[src/rtl/event_capture_arbiter_4ch_pkg.sv]
// Shared constants and helpers for the 4-channel event capture arbiter.
// Channel count, index width and the one-hot / population-count helpers live here.
package event_capture_arbiter_4ch_pkg;

    localparam int NUM_CH = 4;
    localparam int IDX_W  = 2;
    localparam int POP_W  = 3;

    function automatic logic [NUM_CH-1:0] onehot(input logic [IDX_W-1:0] idx);
        logic [NUM_CH-1:0] v;
        v      = '0;
        v[idx] = 1'b1;
        return v;
    endfunction

    function automatic logic [POP_W-1:0] popcount(input logic [NUM_CH-1:0] v);
        logic [POP_W-1:0] n;
        n = '0;
        for (int i = 0; i < NUM_CH; i++) begin
            n = n + POP_W'(v[i]);
        end
        return n;
    endfunction

endpackage

[src/rtl/event_capture_arbiter_4ch_enc.sv]
// Combinational lowest-index-first priority encoder over the pending vector.
module priority_encoder_4bit
    import event_capture_arbiter_4ch_pkg::*;
(
    input  logic [NUM_CH-1:0] pending_i,
    output logic [IDX_W-1:0]  enc_idx_o,
    output logic              enc_valid_o
);

    // Scan from the top down so the lowest set bit is the last one written.
    always_comb begin
        enc_valid_o = |pending_i;
        enc_idx_o   = '0;
        for (int i = NUM_CH - 1; i >= 0; i--) begin
            if (pending_i[i]) begin
                enc_idx_o = IDX_W'(i);
            end
        end
    end

endmodule

[src/rtl/event_capture_arbiter_4ch.sv]
// Captures per-channel event pulses into sticky pending bits and hands out one granted
// channel index per valid/ready handshake, counting events lost to still-pending channels.
module event_capture_arbiter_4ch
    import event_capture_arbiter_4ch_pkg::*;
#(
    parameter int EDGE_DETECT = 0,
    parameter int DROP_CNT_W  = 8
)(
    input  logic                  clk,
    input  logic                  reset_n,
    input  logic [NUM_CH-1:0]     event_i,
    input  logic                  out_ready_i,
    output logic                  out_valid_o,
    output logic [IDX_W-1:0]      out_idx_o,
    output logic [NUM_CH-1:0]     hot_vector_o,
    output logic [NUM_CH-1:0]     drop_flag_o,
    output logic [DROP_CNT_W-1:0] drop_cnt_o,
    input  logic                  clear_drop_i,
    output logic                  busy_o
);

    localparam int                  SUM_W     = DROP_CNT_W + POP_W;
    localparam logic [SUM_W-1:0]    CNT_MAX   = SUM_W'({DROP_CNT_W{1'b1}});
    localparam logic [NUM_CH-1:0]   EDGE_MASK = (EDGE_DETECT != 0) ? {NUM_CH{1'b1}} : {NUM_CH{1'b0}};

    logic [NUM_CH-1:0]     r_event_d;
    logic [NUM_CH-1:0]     r_pending;
    logic [NUM_CH-1:0]     r_drop_flag;
    logic                  r_out_valid;
    logic [IDX_W-1:0]      r_out_idx;
    logic [DROP_CNT_W-1:0] r_drop_cnt;

    logic [NUM_CH-1:0]     w_ev;
    logic                  w_load;
    logic [IDX_W-1:0]      w_enc_idx;
    logic                  w_enc_valid;
    logic [NUM_CH-1:0]     w_grant_mask;
    logic [NUM_CH-1:0]     w_drop;
    logic [POP_W-1:0]      w_drop_pop;
    logic [SUM_W-1:0]      w_cnt_sum;
    logic [DROP_CNT_W-1:0] w_cnt_next;

    priority_encoder_4bit u_enc (
        .pending_i   (r_pending),
        .enc_idx_o   (w_enc_idx),
        .enc_valid_o (w_enc_valid)
    );

    // In level mode the mask is zero, so every high cycle counts as an event.
    assign w_ev         = event_i & ~(r_event_d & EDGE_MASK);
    assign w_load       = ~r_out_valid | out_ready_i;
    assign w_grant_mask = (w_load & w_enc_valid) ? onehot(w_enc_idx) : '0;

    // A channel that was just moved into the output register is free to capture again.
    assign w_drop       = w_ev & r_pending & ~w_grant_mask;
    assign w_drop_pop   = popcount(w_drop);
    assign w_cnt_sum    = SUM_W'(r_drop_cnt) + SUM_W'(w_drop_pop);
    assign w_cnt_next   = (w_cnt_sum > CNT_MAX) ? {DROP_CNT_W{1'b1}} : w_cnt_sum[DROP_CNT_W-1:0];

    always_ff @(posedge clk or negedge reset_n) begin
        if (!reset_n) begin
            r_event_d <= '0;
            r_pending <= '0;
        end else begin
            r_event_d <= event_i;
            r_pending <= (r_pending & ~w_grant_mask) | w_ev;
        end
    end

    always_ff @(posedge clk or negedge reset_n) begin
        if (!reset_n) begin
            r_out_valid <= 1'b0;
            r_out_idx   <= '0;
        end else if (w_load) begin
            r_out_valid <= w_enc_valid;
            if (w_enc_valid) begin
                r_out_idx <= w_enc_idx;
            end
        end
    end

    // Clear wins over any drop arriving in the same cycle.
    always_ff @(posedge clk or negedge reset_n) begin
        if (!reset_n) begin
            r_drop_flag <= '0;
            r_drop_cnt  <= '0;
        end else if (clear_drop_i) begin
            r_drop_flag <= '0;
            r_drop_cnt  <= '0;
        end else begin
            r_drop_flag <= r_drop_flag | w_drop;
            r_drop_cnt  <= w_cnt_next;
        end
    end

    assign out_valid_o  = r_out_valid;
    assign out_idx_o    = r_out_idx;
    assign hot_vector_o = r_pending;
    assign drop_flag_o  = r_drop_flag;
    assign drop_cnt_o   = r_drop_cnt;
    assign busy_o       = (|r_pending) | r_out_valid;

endmodule

[config.mk]
export PLATFORM = sky130hd
export DESIGN_NAME = event_capture_arbiter_4ch
export DESIGN_NICKNAME = d
export VERILOG_FILES = /design/src/rtl/event_capture_arbiter_4ch_pkg.sv /design/src/rtl/event_capture_arbiter_4ch_enc.sv /design/src/rtl/event_capture_arbiter_4ch.sv
export SDC_FILE = /design/constraint.sdc
export NUM_CORES = 1
export LEC_CHECK = 0
export BUFFER_PORTS_ARGS = -buffer_cell sky130_fd_sc_hd__buf_2
export CAP_MARGIN = 10
export CELL_PAD_IN_SITES_DETAIL_PLACEMENT = 2
export CELL_PAD_IN_SITES_GLOBAL_PLACEMENT = 2
export CORE_AREA = 2 2 58 60
export CTS_CLUSTER_SIZE = 24
export DETAILED_ROUTE_END_ITERATION = 8
export DIE_AREA = 0 0 60 62
export PLACE_DENSITY = 0.87
export SLEW_MARGIN = 0
export SYNTH_ARGS = -nofsm -noshare
export SYNTH_HDL_FRONTEND = slang
export SYNTH_SLANG_ARGS = --single-unit
export TNS_END_PERCENT = 20
[constraint.sdc]
create_clock -name clk -period 6.9 [get_ports clk]
set_clock_uncertainty 0.1 [all_clocks]
set_input_delay 1.38 -clock clk [delete_from_list [all_inputs] [get_ports clk]]
set_output_delay 1.38 -clock clk [all_outputs]
set_load 0.01 [all_outputs]
==> impl_summary.txt <==
----------------------------------------------------
[Outcome]
  Status ... finished clean

[Clock tree]
  Root Buffer ... clkbuf_4
  Number of buffers added for setup after CTS ... 0
  Hold-fix buffers, CTS ... 0
  Clock sink total ... 19
  Clock network latency to the later pin of the worst-skew pair ... 0.30 ns
  CTS tree ... done
  Clock input transition at the sequential cells of the worst setup and hold paths ... 0.10 ns
  Clock H-tree levels ... 1
  CTS Buf Count ... 3
  Post-cts gate resize count ... 0
  Largest buffer count on any clock path ... 2

[Final layout]
  Total area of sequential cells ... 475 um2
  Number of nets at the end of the flow ... 132
  Non-Filler Cell Area, Final ... 1160 um2
  Finished Core Util ... 36.6%
  Filler cell count ... 354
  Ant. Diodes ... 0
  Area used by multi-input combinational logic ... 427 um2
  Share of post-route cells with drive strength above 1 ... 32.8%
  Final cell count without fillers ... 165
  Area added between synthesis and finish ... 21.3%

[Synth]
  Number of distinct library cells after synthesis ... 33
  Cell count after synthesis ... 90
  Number of nets in the synthesized netlist ... 102
  Sequential share of the synthesized area ... 49.6%
  Count of state elements after synthesis ... 19
  Total of warnings raised by yosys ... 0
  Avg Synthesized Cell Area ... 10.6 um2
  Cell area after synthesis ... 958 um2

[Timing]
  Summed negative setup slack over all endpoints ... 0 ns
  Relative slew slack ... 57.6%
  Period Utilization, post-route ... 61.3%
  Unrepaired setup endpoints after global routing ... false
  Maximum clock frequency ... 0.237 GHz
  Final worst setup slack ... 2.67 ns
  Max-slew violation count ... 0
  Final critical delay including setup and external delays ... 4.23 ns
  Least-Margin Pin Slew ... 0.635 ns
  Final hold slack ... 0.415 ns
  Final hold vios ... 0
  Final setup violation count ... 0

[Floorplan]
  Standard cell core area ... 3180 um2
  Die extent in x ... 60 um
  Row count ... 21
  Area enclosed by the die boundary ... 3720 um2
  I/O pins ... 28
  Die Y ... 62 um
  Initial Util ... 30.1%

[Worst setup path]
  Startpoint types ... input port
  Maximum fanout along the worst path ... 10
  Critical path data required time ... 7.03 ns
  Classification of the worst setup path ... input port to register
  CP endpoint kind ... register
  Arrival time at the worst endpoint ... 4.36 ns

[Global route]
  First-pass GRT wire length ... 4170 um
  Met3 Usage GRT ... 2.07%
  Number of global-route vias before repair ... 867
  Global route total overflow ... 0
  Fraction of met1 tracks used by global routing ... 18.6%
  Highest-utilization routing layer at the global route stage ... met2
  Total routing resource utilization after global routing ... 15.5%
  Largest net degree at the start of global routing ... 20
  Met2 usage ... 27.8%
  Initial antenna violation count ... 0

[Routing]
  Antenna Nets Post-Route ... 0
  Post-DR vias/cell ... 4.76
  Routed length per placed instance ... 14.5 um
  Number of vias after detailed routing ... 785
  Routed wire length ... 2390 um
  Number of optimization iterations in the first detailed-route pass ... 2
  First-iteration detailed-routing DRC count ... 17
  DRC violations left ... 0

[Placement]
  Buffers added on ports ... 27
  Final weighted congestion of routability-driven global placement ... 0.761
  Post-placement cell area ... 1140 um2
  Placement-stage worst setup slack ... 2.33 ns
  Inst Count DP ... 161
  Placed wire-length estimate after detailed placement ... 1910 um

[Run]
  Number of max-cap violations ... 0

[Power]
  Cell Pwr Density ... 232 nW/um2
  Peak supply drop ... 0.0687 mV
  Static power due to leakage ... 0.562 nW
  Final Power ... 0.269 mW

[Min path]
  Worst min-delay path class ... register to register

----------------------------------------------------
[registers in the layout (all words and copies together), names as in the netlist]
name,count
drop_cnt_o,8
drop_flag_o,4
hot_vector_o,4
out_idx_o,2
out_valid_o,1
[placed cells by master (no fill, tap or decap), types with 2 or more instances in the layout]
master    Yosys  routed
inv_1        11      11
a21o_1        2       2
clkbuf_4      0       3
a21oi_2       3       3
fa_1          3       3
a21oi_1       6       6
buf_2         0      27
dfrtp_1      19      19
o21ai_0       4       4
nand3_1       4       4
nand2b_1      2       2
nor2b_1       2       2
nand2_1       3       3
nor2_1        9       9
mux2i_1       2       2
[critical path, stage by stage]
cell and delay, ns:
buf_2 0.10, nor2b_1 0.50, nand2b_1 0.22, nand3_1 0.12, fa_1 0.48, fa_1 0.46, inv_1 0.10, fa_1 0.30
nand4_2 0.16, or3_4 0.39, a21oi_2 0.15
[routing by layer]
metal  wire length, um  vias to the layer above
met5                 0                        -
met4                39                        0
met3               120                        5
met2              1240                       25
met1               998                      391
li1                  -                      364
[cell type report]
cell class | count | share of cell area (%)
well taps | 46 | 4.95
repair buffers | 27 | 11.6
flip-flops and latches | 19 | 40.9
inverters | 11 | 3.55
clock buffers | 4 | 2.26
multi-input cells | 58 | 36.7
[final timing paths]
check	slack, ns	to	start	cells after the start
max in group asynchronous	5.49	drop_cnt_o[1]	reset_n	1
min reg2reg	0.42	out_idx_o[1]	out_idx_o[1]	1
max	2.67	drop_cnt_o[0]	out_ready_i	11
min	0.42	out_idx_o[1]	out_idx_o[1]	1
min in group asynchronous	0.90	hot_vector_o[1]	reset_n	1
max reg2reg	3.45	drop_cnt_o[0]	out_valid_o	10
[cell families (layout without fill, tap and decap cells)]
kind of cell | count (synthesis) | count (layout) | synth area share, %
xor+xnor | 1 | 1 | 0.914
simple gates | 28 | 28 | 16.6
fa+ha+maj | 4 | 4 | 7.57
buf+inv | 13 | 42 | 5.87
flops | 19 | 19 | 49.6
mux | 2 | 2 | 2.09
compound gates | 23 | 23 | 17.4
[power breakdown]
group / internal [mW] / switching (mW) / leakage, nW
Clock: 0.0225 / 0.0350 / 0.0150
Combinational: 0.0326 / 0.0428 / 0.315
Sequential: 0.122 / 0.0140 / 0.232
Total: 0.177 / 0.0918 / 0.562
[synthesized netlist by cell type]
| cell type | instances | share of area, % |
|---|---|---|
| a311oi_2 | 1 | 1.6 |
| and3_2 | 1 | 0.78 |
| nand3_1 | 4 | 2.1 |
| nand3b_1 | 1 | 0.78 |
| dfrtp_1 | 19 | 50 |
| nand2_1 | 3 | 1.2 |
| o21ai_0 | 4 | 2.1 |
| nor3_1 | 1 | 0.52 |
| buf_1 | 1 | 0.39 |
| mux2i_1 | 2 | 2.1 |
| ha_1 | 1 | 1.3 |
| o41a_1 | 1 | 1.2 |
| xnor2_1 | 1 | 0.91 |
| inv_1 | 11 | 4.3 |
| buf_6 | 1 | 1.2 |
| nand2b_1 | 2 | 1.3 |
| a31oi_1 | 1 | 0.65 |
| o21bai_1 | 1 | 0.78 |
| a21oi_1 | 6 | 3.1 |
| nor2b_1 | 2 | 1.3 |
| a21o_1 | 2 | 1.6 |
| o211ai_1 | 1 | 0.78 |
| o22a_1 | 1 | 0.91 |
| or3_4 | 1 | 1.2 |
| or2_1 | 1 | 0.65 |
| a21oi_2 | 3 | 2.7 |
| nor3b_1 | 1 | 0.78 |
| nor2_1 | 9 | 3.5 |
| and3_4 | 1 | 1.2 |
| o2111a_2 | 1 | 1.3 |
| nand4_2 | 1 | 1.3 |
| fa_1 | 3 | 6.3 |
| o22ai_1 | 1 | 0.65 |
Note: power is estimated with default switching activity, not from simulation.
